### config.mk
export PLATFORM = sky130hd
export DESIGN_NAME = iot_event_encoder
export DESIGN_NICKNAME = d
export VERILOG_FILES = /design/src/rtl/iot_event_encoder.sv
export SDC_FILE = /design/constraint.sdc
export NUM_CORES = 1
export LEC_CHECK = 0
export CAP_MARGIN = 10
export CELL_PAD_IN_SITES_DETAIL_PLACEMENT = 1
export CELL_PAD_IN_SITES_GLOBAL_PLACEMENT = 1
export CORE_ASPECT_RATIO = 0.5
export CORE_MARGIN = 2
export CORE_UTILIZATION = 44
export DETAILED_ROUTE_END_ITERATION = 7
export PLACE_DENSITY_LB_ADDON = 0.08
export SLEW_MARGIN = 20
export SYNTH_ARGS = -nofsm -noshare
export SYNTH_HDL_FRONTEND = slang
export SYNTH_SLANG_ARGS = --single-unit
### constraint.sdc
create_clock -name clk -period 5.5 [get_ports clk]
set_input_delay 0.825 -clock clk [delete_from_list [all_inputs] [get_ports clk]]
set_output_delay 0.825 -clock clk [all_outputs]
set_load 0.1 [all_outputs]
### src/rtl/iot_event_encoder.sv
`default_nettype none
// ============================================================================
// Module   : iot_event_encoder
// Purpose  : Watches N_DEV device on/off levels and turns every level change
//            into a single-cycle event (change/on_off/dev_id), one device per
//            cycle, chosen round-robin. Keeps a shadow of the downstream
//            "devices on" counter.
// Ports    : clk          - clock, rising edge
//            rst          - synchronous active-high reset
//            dev_status   - per-device level, 1 = on
//            hold         - downstream stall, no event issued while high
//            change       - registered event strobe
//            on_off       - registered event direction (1 = turned on)
//            dev_id       - registered index of the reported device
//            busy         - some device has an unreported transition
//            shadow_count - registered count of devices reported on
// Revision : 1.0 - initial release
// ============================================================================
module iot_event_encoder #(
  parameter int N_DEV = 8
) (
  input  logic             clk,
  input  logic             rst,
  input  logic [N_DEV-1:0] dev_status,
  input  logic             hold,
  output logic             change,
  output logic             on_off,
  output logic [4:0]       dev_id,
  output logic             busy,
  output logic [7:0]       shadow_count
);

  localparam int PTR_W = (N_DEV > 1) ? $clog2(N_DEV) : 1;
  // One extra bit so ptr + offset never overflows before the wrap.
  localparam logic [PTR_W:0]   C_N_EXT = (PTR_W + 1)'(N_DEV);
  localparam logic [PTR_W-1:0] C_LAST  = PTR_W'(N_DEV - 1);

  logic [N_DEV-1:0] status_q;
  logic [N_DEV-1:0] reported;
  logic [N_DEV-1:0] pending;
  logic [PTR_W-1:0] ptr;
  logic [PTR_W-1:0] ptr_nxt;
  logic [PTR_W-1:0] win;
  logic             found;
  logic             issue;
  logic [PTR_W:0]   idx_sum;
  logic [PTR_W-1:0] idx;

  // A device is pending while its sampled level differs from what was last
  // reported; toggling back before winning cancels the transition for free.
  assign pending = status_q ^ reported;
  assign busy    = |pending;

  // Round-robin search: scan offsets 0..N_DEV-1 from ptr, wrapping at N_DEV,
  // and keep the first pending index encountered.
  always_comb begin
    found   = 1'b0;
    win     = '0;
    idx_sum = '0;
    idx     = '0;
    for (int k = 0; k < N_DEV; k++) begin
      idx_sum = {1'b0, ptr} + (PTR_W + 1)'(k);
      if (idx_sum >= C_N_EXT) begin
        idx_sum = idx_sum - C_N_EXT;
      end
      idx = idx_sum[PTR_W-1:0];
      if (!found && pending[idx]) begin
        found = 1'b1;
        win   = idx;
      end
    end
  end

  assign issue   = found & ~hold;
  assign ptr_nxt = (win == C_LAST) ? '0 : win + 1'b1;

  always_ff @(posedge clk) begin
    if (rst) begin
      status_q     <= '0;
      reported     <= '0;
      ptr          <= '0;
      change       <= 1'b0;
      on_off       <= 1'b0;
      dev_id       <= '0;
      shadow_count <= '0;
    end else begin
      status_q <= dev_status;
      change   <= issue;
      on_off   <= issue & status_q[win];
      dev_id   <= issue ? 5'(win) : 5'd0;
      if (issue) begin
        reported[win] <= status_q[win];
        ptr           <= ptr_nxt;
        // Same edge as the event, so a downstream counter stays in lockstep.
        if (status_q[win]) begin
          shadow_count <= shadow_count + 8'd1;
        end else begin
          shadow_count <= shadow_count - 8'd1;
        end
      end
    end
  end

endmodule
`default_nettype wire
# After elaboration in Yosys (flattened, before gate mapping)
# Index checks and enable logic that the tools add are counted.
# op_classes
n_addsub	18
order_cmp	18
n_eq_ne	1
mux	47
bitwise_logic	5
n_reduce_logical	17
# ops
operator	count
$mux W3	17
$lt A3 B4 Y1 const B	9
$ge A4 B4 Y1 const B	7
$bmux W1 S3	9
$sub A3 B1 Y3 const B	8
$mux W1	18
$add A3 B3 Y4 const B	4
$add A3 B2 Y4 const B	2
$add A8 B1 Y8 const B	1
$bwmux W8	1
$logic_and A1 B1 Y1	8
$mux W8	1
$reduce_or A8 Y1	1
$sub A8 B1 Y8 const B	1
$xor A8 B8 Y8	1
$logic_not A1 Y1	7
$add A3 B1 Y4 const B	1
$ge A3 B4 Y1 const B	1
$add A3 B1 Y3 const B	1
$demux W1 S3	1
$eq A3 B3 Y1 const B	1
$ge A3 B1 Y1 const B	1
$and A1 B1 Y1	2
$not A1 Y1	2
$reduce_or A2 Y1	1
# totals
regBits	34
input_bits	11
output_inout_bits	16
elab_cells	114

# Longest topological paths before layout
# Gate-level depths: netlist of the first run.
# logic_depth
ltp_word	31
ltp_mapped	20
depth_no_buf	17

# Worst setup path after synthesis of the first run
# No wires, ideal clock.
# synth_timing
path_type	register to register
start	register ptr[1]
end	register shadow_count[4]
setup_time_ps	123
arrival_ps	4717
t_required_ps	5377
path_slack_ps	660
path_stages_with_launch	17
path_buffers	2
period_less_slack_ps	4840
cell_sequence	dfxtp_1 > clkbuf_1 > inv_1 > ha_1 > clkbuf_1 > mux4_2 > nor4b_4 > nand2_1 > or3_1 > a32oi_1 > a32oi_2 > mux2_2 > xnor2_1 > ha_1 > or3_1 > mux2i_1 > mux2_1
# synth_between
elab_chain_cells	29
word_cells_on_any_way	81
classes_between	add/sub (15); order compare (8); mux (43); bitwise (1); reduce/logical (14)
# synth_rtl
element	line_no	source
start: declaration	41	logic [PTR_W-1:0] ptr;
start signal: assignment	93	ptr <= ptr_nxt;
parallel branches: the longest is 29 deep, another holds $add A3 B1 Y4	--	
end signal: assignment	96	shadow_count <= shadow_count + 8'd1;
end signal: assignment	98	shadow_count <= shadow_count - 8'd1;
end: declaration	30	output logic [7:0] shadow_count
# Parallel ways; which one is timed is not known. The select of a mux whose other input is x is not followed.
# A chain may end at the register's enable or synchronous reset.

# Worst setup path in the final report of the first run
# Same ends and word-level chain as after synthesis.

==> results of run 1 <==
==> cell type report <==
cell class | instances | area share
tap | 73 | 0.0298
timing repair buffer | 28 | 0.0881
inverter | 6 | 0.00815
multi-input combinational | 240 | 0.618
clock buffer | 8 | 0.0477
sequential | 32 | 0.209
==> cell usage after synthesis (all sizes together) (2+ instances only) <==
cell / instances / share of area
clkbuf: 10 / 0.014
nand2b: 3 / 0.0070
dfxtp: 32 / 0.24
xnor2: 12 / 0.062
o21ai: 11 / 0.021
mux2: 11 / 0.049
a211oi: 10 / 0.032
ha: 4 / 0.019
nor2b: 19 / 0.045
or4: 3 / 0.0085
nor4: 2 / 0.0047
and3: 4 / 0.0094
mux4: 10 / 0.086
nor3: 10 / 0.021
a21oi: 10 / 0.020
xor2: 7 / 0.023
inv: 6 / 0.0094
nand4: 4 / 0.0094
and2: 3 / 0.0080
nor2: 37 / 0.052
mux2i: 21 / 0.088
a32oi: 5 / 0.022
or3: 6 / 0.014
a22oi: 7 / 0.020
nand3: 7 / 0.013
nand2: 18 / 0.025
buf: 8 / 0.026
o22ai: 3 / 0.0070
==> through the flow <==
step,setup slack [ns],instances,utilization,area (µm²),hold WS (ns)
3_5_place_dp,0.471,379,0.517,2920,0.534
2_1_floorplan,0.660,296,-,2670,0.512
5_1_grt,0.0498,387,0.542,3070,0.570
3_3_place_gp,0.596,379,0.517,2920,0.523
6_report,0.440,387,0.542,3070,0.542
4_1_cts,0.457,387,0.542,3070,0.543
==> worst register-to-register path, delay by kind of cell, from the launching register on <==
kind,cells,cell delay (ns)
mux,4,1.49
simple gates,4,1.32
fa+ha+maj,2,0.80
flops,1,0.56
compound gates,2,0.45
buf+inv,1,0.17
xor+xnor,1,0.14
==> cells in the final DEF (no fill, tap or decap), drive strengths merged, types with 8 or more instances in the layout <==
master         synthesis  routed
nor2                  37      37
dfxtp                 32      32
clkdlybuf4s50          0      24
mux2i                 21      21
nor2b                 19      19
nand2                 18      18
xnor2                 12      12
o21ai                 11      11
mux2                  11      11
mux4                  10      10
a21oi                 10      10
nor3                  10      10
a211oi                10      10
clkbuf                10       8
==> cell families after synthesis <==
logic type                 after synthesis
DFF                                     32
adders and majority gates                4
muxes                                   42
buffers and inverters                   24
other                                    1
AOI/OAI and AO/OA                       52
and+or+nand+nor                        121
xor gates and xnor gates                19
==> metal layers <==
layer  part of all wire  global-route usage
met2               0.48               0.419
met3              0.035              0.0358
met1               0.46               0.322
met4              0.021              0.0819
met5                  0                   0
==> flip-flops by register name, indices dropped and copies added, names as in the netlist <==
| name | count |
|---|---|
| reported | 8 |
| shadow_count | 8 |
| status_q | 8 |
| dev_id | 3 |
| ptr | 3 |
| change | 1 |
| on_off | 1 |
==> final timing paths <==
kind	from	to	slack, ns	depth (start not counted)
worst max-delay path	ptr[1]$_SDFFE_PP0P_	shadow_count[4]$_SDFFE_PP0P_	0.44	14
worst min register to register	reported[2]$_SDFFE_PP0P_	reported[2]$_SDFFE_PP0P_	0.54	2
worst max register to register	ptr[1]$_SDFFE_PP0P_	shadow_count[4]$_SDFFE_PP0P_	0.44	14
worst min-delay path	reported[2]$_SDFFE_PP0P_	reported[2]$_SDFFE_PP0P_	0.54	2
==> metrics.md, run 1 <==
| Metric | Value |
|---|---|
| Outcome | `completed` |
| Asr flop ratio synth | `0` |
| CP cell instances | `inv_1, ha_1, mux4_2, nor4b_4, nand2_1, or3_1, a32oi_1, a32oi_2, mux2_2, xnor2_1, ha_1, or3_1, mux2i_1, mux2_1` |
| Slew HR | `0.348` |
| HPWL after DPL | `5.67 mm` |
| Iter 0 DRT Violations | `109` |
| Largest family of logic cells by synthesized area | `simple AND/OR/NAND/NOR gates` |
| Worst slew pin tran | `0.975 ns` |
| Most used DFF post-synth | `dfxtp_1` |
| Multi-input gate area | `1900 µm²` |
| Final hold vios | `0` |
| Grt total ovfl | `0` |
| Clock Latency Late Sink | `0.27 ns` |
| Vias in the first global route | `2411` |
| Initial Util | `0.471` |
| Synth Area in Adders | `0.0188` |
| Synth Area in Simple Gates | `0.238` |
| DR vias/cell | `6.07` |
| Register area share after synthesis | `0.240` |
| Drt pass-1 iters | `4` |
| Fillcell total | `646` |
| Row cnt | `19` |
| GPL Wtd Cong | `0.896` |
| Crit path max-delay cell type | `mux4_2` |
| Full die area | `6730 µm²` |
| I/O pins | `27` |
| Synth Area in Compound Gates | `0.144` |
| XOR/XNOR share of the synthesized area | `0.0850` |
| Hold Path Class | `reg -> reg` |
| Syn avg cell area | `9.03 µm²` |
| WL/cell | `19.5 µm` |
| Die Ht | `59.0 µm` |
| P&R area growth vs syn | `15.2%` |
| Bufs and invs on worst path | `1` |
| Max Transition Viols Final | `0` |
| Critical path peak fanout | `10` |
| Core area | `5660 µm²` |
| Multiplexer share of the synthesized area | `0.224` |
| First-pass GRT wire length | `12.7 mm` |
| Synth warnings | `0` |
| Routed wire length | `7.55 mm` |
| CP endpoint kind | `register` |
| MaxCap Viol Count | `0` |
| Drc violations | `0` |
| Required time worst endpoint | `5.66 ns` |
| Critical path class | `reg -> reg` |
| Slowest stage delay, CP | `0.65 ns` |
| I/O Buffers | `24` |
| H-tree levels | `2` |
| Final setup fails | `0` |
| FF+latch count, synth | `32` |
| Initial antenna violation count | `0` |
| CTS resizes | `0` |
| Cells after synthesis | `295` |
| Cts bufs inserted | `5` |
| Setup TNS | `0 ns` |
| Largest net degree at the start of global routing | `22` |
| Gr usage total | `0.244` |
| Number of flops mapped to enable cells by yosys | `0` |
| Clock Skews | `0.00270 ns` |
| Share of cells above drive strength 1 | `0.143` |
| CTS tree | `built` |
| Die Wd | `114 µm` |
| Fmax | `0.198 GHz` |
| Cts hold-fix bufs | `0` |
| Post-CTS Setup Bufs | `0` |
| Max Root-Sink Buffers | `2` |
| Mapped Area | `2660 µm²` |
| Post-route ant nets | `0` |
| Nets | `328` |
| # clock sinks | `32` |
| CP top delay family | `multiplexers` |
| Worst-path clk slew | `0.05 ns` |
| Total number of vias | `2350` |
| Arr. time, crit path | `5.22 ns` |
| CP startpoint kind | `register` |
| Part of the cycle the worst path needs | `0.920` |
| Clock root cell | `clkbuf_16` |
| Unrepaired setup endpoints after global routing | `false` |
| N_diodes | `0` |
| Library cells used by synthesis | `55` |
| Sequential Area | `641 µm²` |
| Final min period | `5.06 ns` |
Power of run 1 is left out: the tool's default activity adds up to more than one toggle a clock period on the data nets, which glitch-free logic cannot reach.
==> run 2, diff against run 1 <==
--- a/config.mk
+++ b/config.mk
@@ -13,6 +13,7 @@
 export CORE_UTILIZATION = 44
 export DETAILED_ROUTE_END_ITERATION = 7
 export PLACE_DENSITY_LB_ADDON = 0.08
+export RECOVER_POWER = 50
 export SLEW_MARGIN = 20
 export SYNTH_ARGS = -nofsm -noshare
 export SYNTH_HDL_FRONTEND = slang
==> run 2 against run 1 <==
Sequential cell count unchanged. First-iteration DRC count down 5.5%. Register-to-register slack better by 0.02 ns. Sequential share of layout area up 0.077 points. Final area down 0.37%. Setup slack better by 0.022 ns. Critical path type unchanged. Largest cell class unchanged.
==> metrics.md, run 2 (same netlist as run 1, synthesis figures left out) <==
| Metric | Value |
|---|---|
| End of the worst register-to-register path | `shadow_count[4]$_SDFFE_PP0P_` |
| I/O Buffers | `24 (unchanged)` |
| Die Ht | `59.0 µm (unchanged)` |
| Worst slew pin tran | `1.01 ns (+0.0393 ns)` |
| Worst-path clk slew | `0.05 ns (about the same)` |
| Largest net degree at the start of global routing | `22 (unchanged)` |
| HPWL after DPL | `5.67 mm (unchanged)` |
| Final hold vios | `0 (unchanged)` |
| Total number of vias | `2346 (-0.17%)` |
| Clock root cell | `clkbuf_16` |
| Critical path peak fanout | `10 (unchanged)` |
| Post-CTS Setup Bufs | `0 (unchanged)` |
| Hold Crit Endpoint | `reported[2]$_SDFFE_PP0P_` |
| Grt total ovfl | `0 (unchanged)` |
| Worst slack, placed | `0.471 ns (unchanged)` |
| Routed wire length | `7.56 mm (+0.23%)` |
| Vias in the first global route | `2411 (unchanged)` |
| Clock Latency Late Sink | `0.27 ns (about the same)` |
| Critical path class | `reg -> reg` |
| Critical R2R Launch | `ptr[1]$_SDFFE_PP0P_` |
| Iter 0 DRT Violations | `103 (-5.5%)` |
| R2R depth | `14 (unchanged)` |
| P&R area growth vs syn | `14.8%` |
| Drc violations | `0 (unchanged)` |
| Cts hold-fix bufs | `0 (unchanged)` |
| DR vias/cell | `6.06 (-0.17%)` |
| Setup TNS | `0 ns (unchanged)` |
| N_diodes | `0 (unchanged)` |
| Initial Util | `0.471 (unchanged)` |
| Drt pass-1 iters | `4 (unchanged)` |
| Clock Skews | `0.00290 ns (+0.000201 ns)` |
| First-pass GRT wire length | `12.7 mm (unchanged)` |
| Cts bufs inserted | `5 (unchanged)` |
| R2R Setup Slk | `0.46 ns (+0.02 ns)` |
| Full die area | `6730 µm² (unchanged)` |
| Hold Path Class | `reg -> reg` |
| H-tree levels | `2 (unchanged)` |
| Worst Hold Launch | `reported[2]$_SDFFE_PP0P_` |
| Commonest non-fill, non-tap cells in the layout | `nor2_1 (37), dfxtp_1 (32), mux2i_1 (19), nor2b_1 (19), nand2_1 (18)` |
| GPL Wtd Cong | `0.896 (unchanged)` |
| CP endpoint kind | `register` |
| Hold Path Depth | `2 (unchanged)` |
| Final setup fails | `0 (unchanged)` |
| Leading cell type in the layout, fill and taps excluded | `nor2_1` |
| Fmax | `0.198 GHz (+0.44%)` |
| Gr usage total | `0.244 (unchanged)` |
| Unrepaired setup endpoints after global routing | `false` |
| Required time worst endpoint | `5.66 ns (about the same)` |
| CTS resizes | `0 (unchanged)` |
| Max Transition Viols Final | `0 (unchanged)` |
| Slew HR | `0.324 (-0.0242)` |
| CTS tree | `built` |
| Post-route ant nets | `0 (unchanged)` |
| Initial antenna violation count | `0 (unchanged)` |
| Core area | `5660 µm² (unchanged)` |
| CP startpoint kind | `register` |
| Max Root-Sink Buffers | `2 (unchanged)` |
| PnR worst setup slack | `0.462 ns (+0.0222 ns)` |
| WL/cell | `19.5 µm (+0.23%)` |
| # clock sinks | `32 (unchanged)` |
| Arr. time, crit path | `5.19 ns (-0.03 ns)` |
| Die Wd | `114 µm (unchanged)` |
| Part of the cycle the worst path needs | `0.916 (-0.00404)` |
| Row cnt | `19 (unchanged)` |
| MaxCap Viol Count | `0 (unchanged)` |
| I/O pins | `27 (unchanged)` |
| Largest registers | `reported (8), shadow_count (8), status_q (8)` |
| Outcome | `completed` |
| Nets | `328 (unchanged)` |
| Share of cells above drive strength 1 | `0.137 (-0.00637)` |
| Final min period | `5.04 ns (-0.0222 ns)` |
[run 2: cell count changes in the layout (fill, tap and decap cells not counted), sizes merged]
cell	delta
clkdlybuf4s50	-14
dlygate4sd3	+14
buf	-1
clkbuf	+1
[run 2: how the worst max path moves through the flow]
stage / start / end / slack, ns / depth (start not counted)
after global routing: ptr[1]$_SDFFE_PP0P_ / shadow_count[2]$_SDFFE_PP0P_ / 0.05 / 14
after detailed placement: ptr[1]$_SDFFE_PP0P_ / shadow_count[4]$_SDFFE_PP0P_ / 0.47 / 14
after floorplan: ptr[1]$_SDFFE_PP0P_ / shadow_count[4]$_SDFFE_PP0P_ / 0.66 / 16
final: ptr[1]$_SDFFE_PP0P_ / shadow_count[4]$_SDFFE_PP0P_ / 0.46 / 14
after global placement: ptr[1]$_SDFFE_PP0P_ / shadow_count[4]$_SDFFE_PP0P_ / 0.60 / 14
after CTS: ptr[1]$_SDFFE_PP0P_ / shadow_count[4]$_SDFFE_PP0P_ / 0.46 / 14
[run 2: critical path: stages, from the launching register on]
cell     delay [ns]
dfxtp_1        0.55
inv_1          0.17
ha_1           0.54
mux4_2         0.65
nor4b_4        0.34
nand2_1        0.19
or3_1          0.41
a32oi_1        0.31
a32oi_2        0.14
mux2_2         0.36
xnor2_1        0.14
ha_1           0.26
or3_1          0.38
mux2i_1        0.15
mux2_1         0.33
[run 2: stage by stage]
step | area, µm² | util | hold WS, ns | std cells
global route | 3060 | 0.540 | 0.570 | 387
detailed placement | 2920 | 0.517 | 0.534 | 379
global placement | 2920 | 0.517 | 0.523 | 379
finish | 3060 | 0.540 | 0.541 | 387
CTS | 3070 | 0.542 | 0.543 | 387
floorplan | 2670 | - | 0.512 | 296
[run 2: final cells by class]
| class | instances | area (µm²) |
|---|---|---|
| clock buffers | 8 | 146 |
| fillers | 647 | 2600 |
| inverters | 6 | 25.0 |
| multi-input cells | 240 | 1890 |
| flip-flops and latches | 32 | 641 |
| well taps | 73 | 91.3 |
| repair buffers | 28 | 267 |
[run 2: metal layers]
metal,part of all wire,global-route usage,vias to the layer above
li1,-,-,1118
met1,0.47,0.322,1160
met2,0.48,0.419,55
met3,0.031,0.0358,13
met4,0.019,0.0819,0
met5,0,0,-
Power of run 2 is left out for the same reason.
==> run 3, diff against run 2 <==
--- a/config.mk
+++ b/config.mk
@@ -10,7 +10,7 @@
 export CELL_PAD_IN_SITES_GLOBAL_PLACEMENT = 1
 export CORE_ASPECT_RATIO = 0.5
 export CORE_MARGIN = 2
-export CORE_UTILIZATION = 44
+export CORE_UTILIZATION = 40
 export DETAILED_ROUTE_END_ITERATION = 7
 export PLACE_DENSITY_LB_ADDON = 0.08
 export RECOVER_POWER = 50
==> run 3 against run 2 <==
The run now ends with capacitance limit, slew limit left. Hold slack worse by 0.0066 ns. Setup slack better by 0.14 ns. Sequential share of layout area is 0.34 points lower.
==> metrics.md, run 3 (same netlist as run 1, synthesis figures left out) <==
| Metric | Value |
|---|---|
| Routed wire length | `7.24 mm (-4.2%)` |
| Hold Crit Endpoint | `reported[1]$_SDFFE_PP0P_` |
| I/O Buffers | `24 (unchanged)` |
| Initial Util | `0.426 (-0.0450)` |
| Worst-path clk slew | `0.06 ns (about the same)` |
| Fin area | `3110 µm² (+1.8%)` |
| Max Root-Sink Buffers | `2 (unchanged)` |
| CP startpoint kind | `register` |
| Clock Latency Late Sink | `0.28 ns (about the same)` |
| Final hold vios | `0 (unchanged)` |
| Critical path class | `reg -> reg` |
| Failing checks | `capacitance limit, slew limit` |
| Cts bufs inserted | `5 (unchanged)` |
| Core area | `6260 µm² (+11%)` |
| Post-route ant nets | `0 (unchanged)` |
| Worst hold slack | `0.534 ns (-0.00661 ns)` |
| Die Wd | `119 µm (+4.7%)` |
| Final min period | `4.90 ns (-0.139 ns)` |
| Part of the cycle the worst path needs | `0.891 (-0.0253)` |
| DR vias/cell | `5.66 (-6.6%)` |
| Worst slew pin tran | `1.62 ns (+0.606 ns)` |
| First-pass GRT wire length | `12.1 mm (-4.2%)` |
| I/O pins | `27 (unchanged)` |
| Multi-input gate area | `1900 µm² (+0.40%)` |
| CTS tree | `built` |
| Final setup fails | `0 (unchanged)` |
| R2R Setup Slk | `0.60 ns (+0.14 ns)` |
| Full die area | `7370 µm² (+9.5%)` |
| Critical path peak fanout | `18 (+8)` |
| CP endpoint kind | `register` |
| GPL Wtd Cong | `0.876 (-2.2%)` |
| N_diodes | `0 (unchanged)` |
| Clock root cell | `clkbuf_16` |
| HPWL after DPL | `5.53 mm (-2.4%)` |
| H-tree levels | `2 (unchanged)` |
| Fillcell total | `710 (+9.7%)` |
| Largest registers | `reported (8), shadow_count (8), status_q (8)` |
| P&R area growth vs syn | `16.9%` |
| Vias in the first global route | `2350 (-2.5%)` |
| Gr usage total | `0.214 (-0.0301)` |
| Leading cell type in the layout, fill and taps excluded | `nor2_1` |
| Slew HR | `-0.0800 (-0.404)` |
| MaxCap Viol Count | `1 (+1)` |
| Critical R2R Launch | `ptr[0]$_SDFFE_PP0P_` |
| Arr. time, crit path | `5.06 ns (-0.13 ns)` |
| Hold Path Class | `reg -> reg` |
| Hold Path Depth | `2 (unchanged)` |
| Row cnt | `20 (+1)` |
| Iter 0 DRT Violations | `100 (-2.9%)` |
| Nets | `327 (-0.30%)` |
| Drt pass-1 iters | `4 (unchanged)` |
| End of the worst register-to-register path | `shadow_count[4]$_SDFFE_PP0P_` |
| Initial antenna violation count | `0 (unchanged)` |
| Sequential Area | `642 µm² (+0.20%)` |
| Required time worst endpoint | `5.66 ns (about the same)` |
| Drc violations | `0 (unchanged)` |
| Die Ht | `61.7 µm (+4.5%)` |
| Core Util, Final | `0.498 (-0.0427)` |
| Total number of vias | `2271 (-3.2%)` |
| Post-CTS Setup Bufs | `0 (unchanged)` |
| CTS resizes | `0 (unchanged)` |
| Outcome | `finished, violations left` |
| Unrepaired setup endpoints after global routing | `false` |
| WL/cell | `18.1 µm (-7.6%)` |
| Setup TNS | `0 ns (unchanged)` |
| Cts hold-fix bufs | `0 (unchanged)` |
| Placed cell areas | `2930 µm² (+0.39%)` |
| Clock Skews | `0.00527 ns (+0.00237 ns)` |
| Share of cells above drive strength 1 | `0.147 (+0.0100)` |
| # clock sinks | `32 (unchanged)` |
| R2R depth | `16 (+2)` |
| Commonest non-fill, non-tap cells in the layout | `nor2_1 (37), dfxtp_1 (31), mux2i_1 (19), nor2b_1 (19), nand2_1 (18)` |
| Max Transition Viols Final | `37 (+37)` |
| Largest net degree at the start of global routing | `37 (+68%)` |
| Fmax | `0.204 GHz (+2.8%)` |
| Grt total ovfl | `0 (unchanged)` |
| Worst Hold Launch | `reported[1]$_SDFFE_PP0P_` |
-- run 3: changes by cell type in the layout (fill, tap and decap cells not counted) --
cell,change
dfxtp_2,+1
xnor2_2,+1
clkbuf_1,-2
buf_4,-1
clkbuf_8,+1
dfxtp_1,-1
bufinv_16,+1
xnor2_1,-1
-- run 3: per-stage QoR --
stage | std cells | setup WS [ns]
5_1_grt | 401 | 0.204
6_report | 401 | 0.601
4_1_cts | 401 | 0.360
3_3_place_gp | 393 | 0.603
3_5_place_dp | 393 | 0.397
2_1_floorplan | 296 | 0.660
-- run 3: per-layer routing --
metal,vias to the layer above,GRT usage,share of wire
met3,6,0.0411,0.020
met5,-,0,0
met4,0,0.0420,0.0068
met1,1129,0.278,0.49
li1,1112,-,-
met2,24,0.388,0.48
-- run 3: worst max path at each step --
stage                                   start                      endpoint  slack, ns
after global placement    ptr[1]$_SDFFE_PP0P_  shadow_count[4]$_SDFFE_PP0P_       0.60
after CTS                 ptr[1]$_SDFFE_PP0P_  shadow_count[4]$_SDFFE_PP0P_       0.36
after detailed placement  ptr[1]$_SDFFE_PP0P_  shadow_count[4]$_SDFFE_PP0P_       0.40
after global routing      ptr[1]$_SDFFE_PP0P_  shadow_count[4]$_SDFFE_PP0P_       0.20
after floorplan           ptr[1]$_SDFFE_PP0P_  shadow_count[4]$_SDFFE_PP0P_       0.66
final                     ptr[0]$_SDFFE_PP0P_  shadow_count[4]$_SDFFE_PP0P_       0.60
-- run 3: final cells by class --
| cell class | count | area share |
|---|---|---|
| multi-input cells | 240 | 0.609 |
| inverters | 6 | 0.00804 |
| flip-flops and latches | 32 | 0.206 |
| clock buffers | 7 | 0.0490 |
| repair buffers | 27 | 0.0832 |
| clock inverters | 1 | 0.00964 |
| well taps | 88 | 0.0354 |
-- run 3: critical path, cell delays in order, from the launching register on --
cell	delay (ns)
dfxtp_1	0.39
buf_4	0.29
ha_1	0.33
xor2_1	0.26
mux4_2	0.39
mux2i_4	0.30
nor4b_4	0.11
a311o_1	0.37
and3_1	0.24
o21ai_0	0.27
a32oi_2	0.16
mux2_2	0.37
xnor2_1	0.14
ha_1	0.25
or3_1	0.38
mux2i_1	0.17
mux2_1	0.34
Power of run 3 is left out for the same reason.
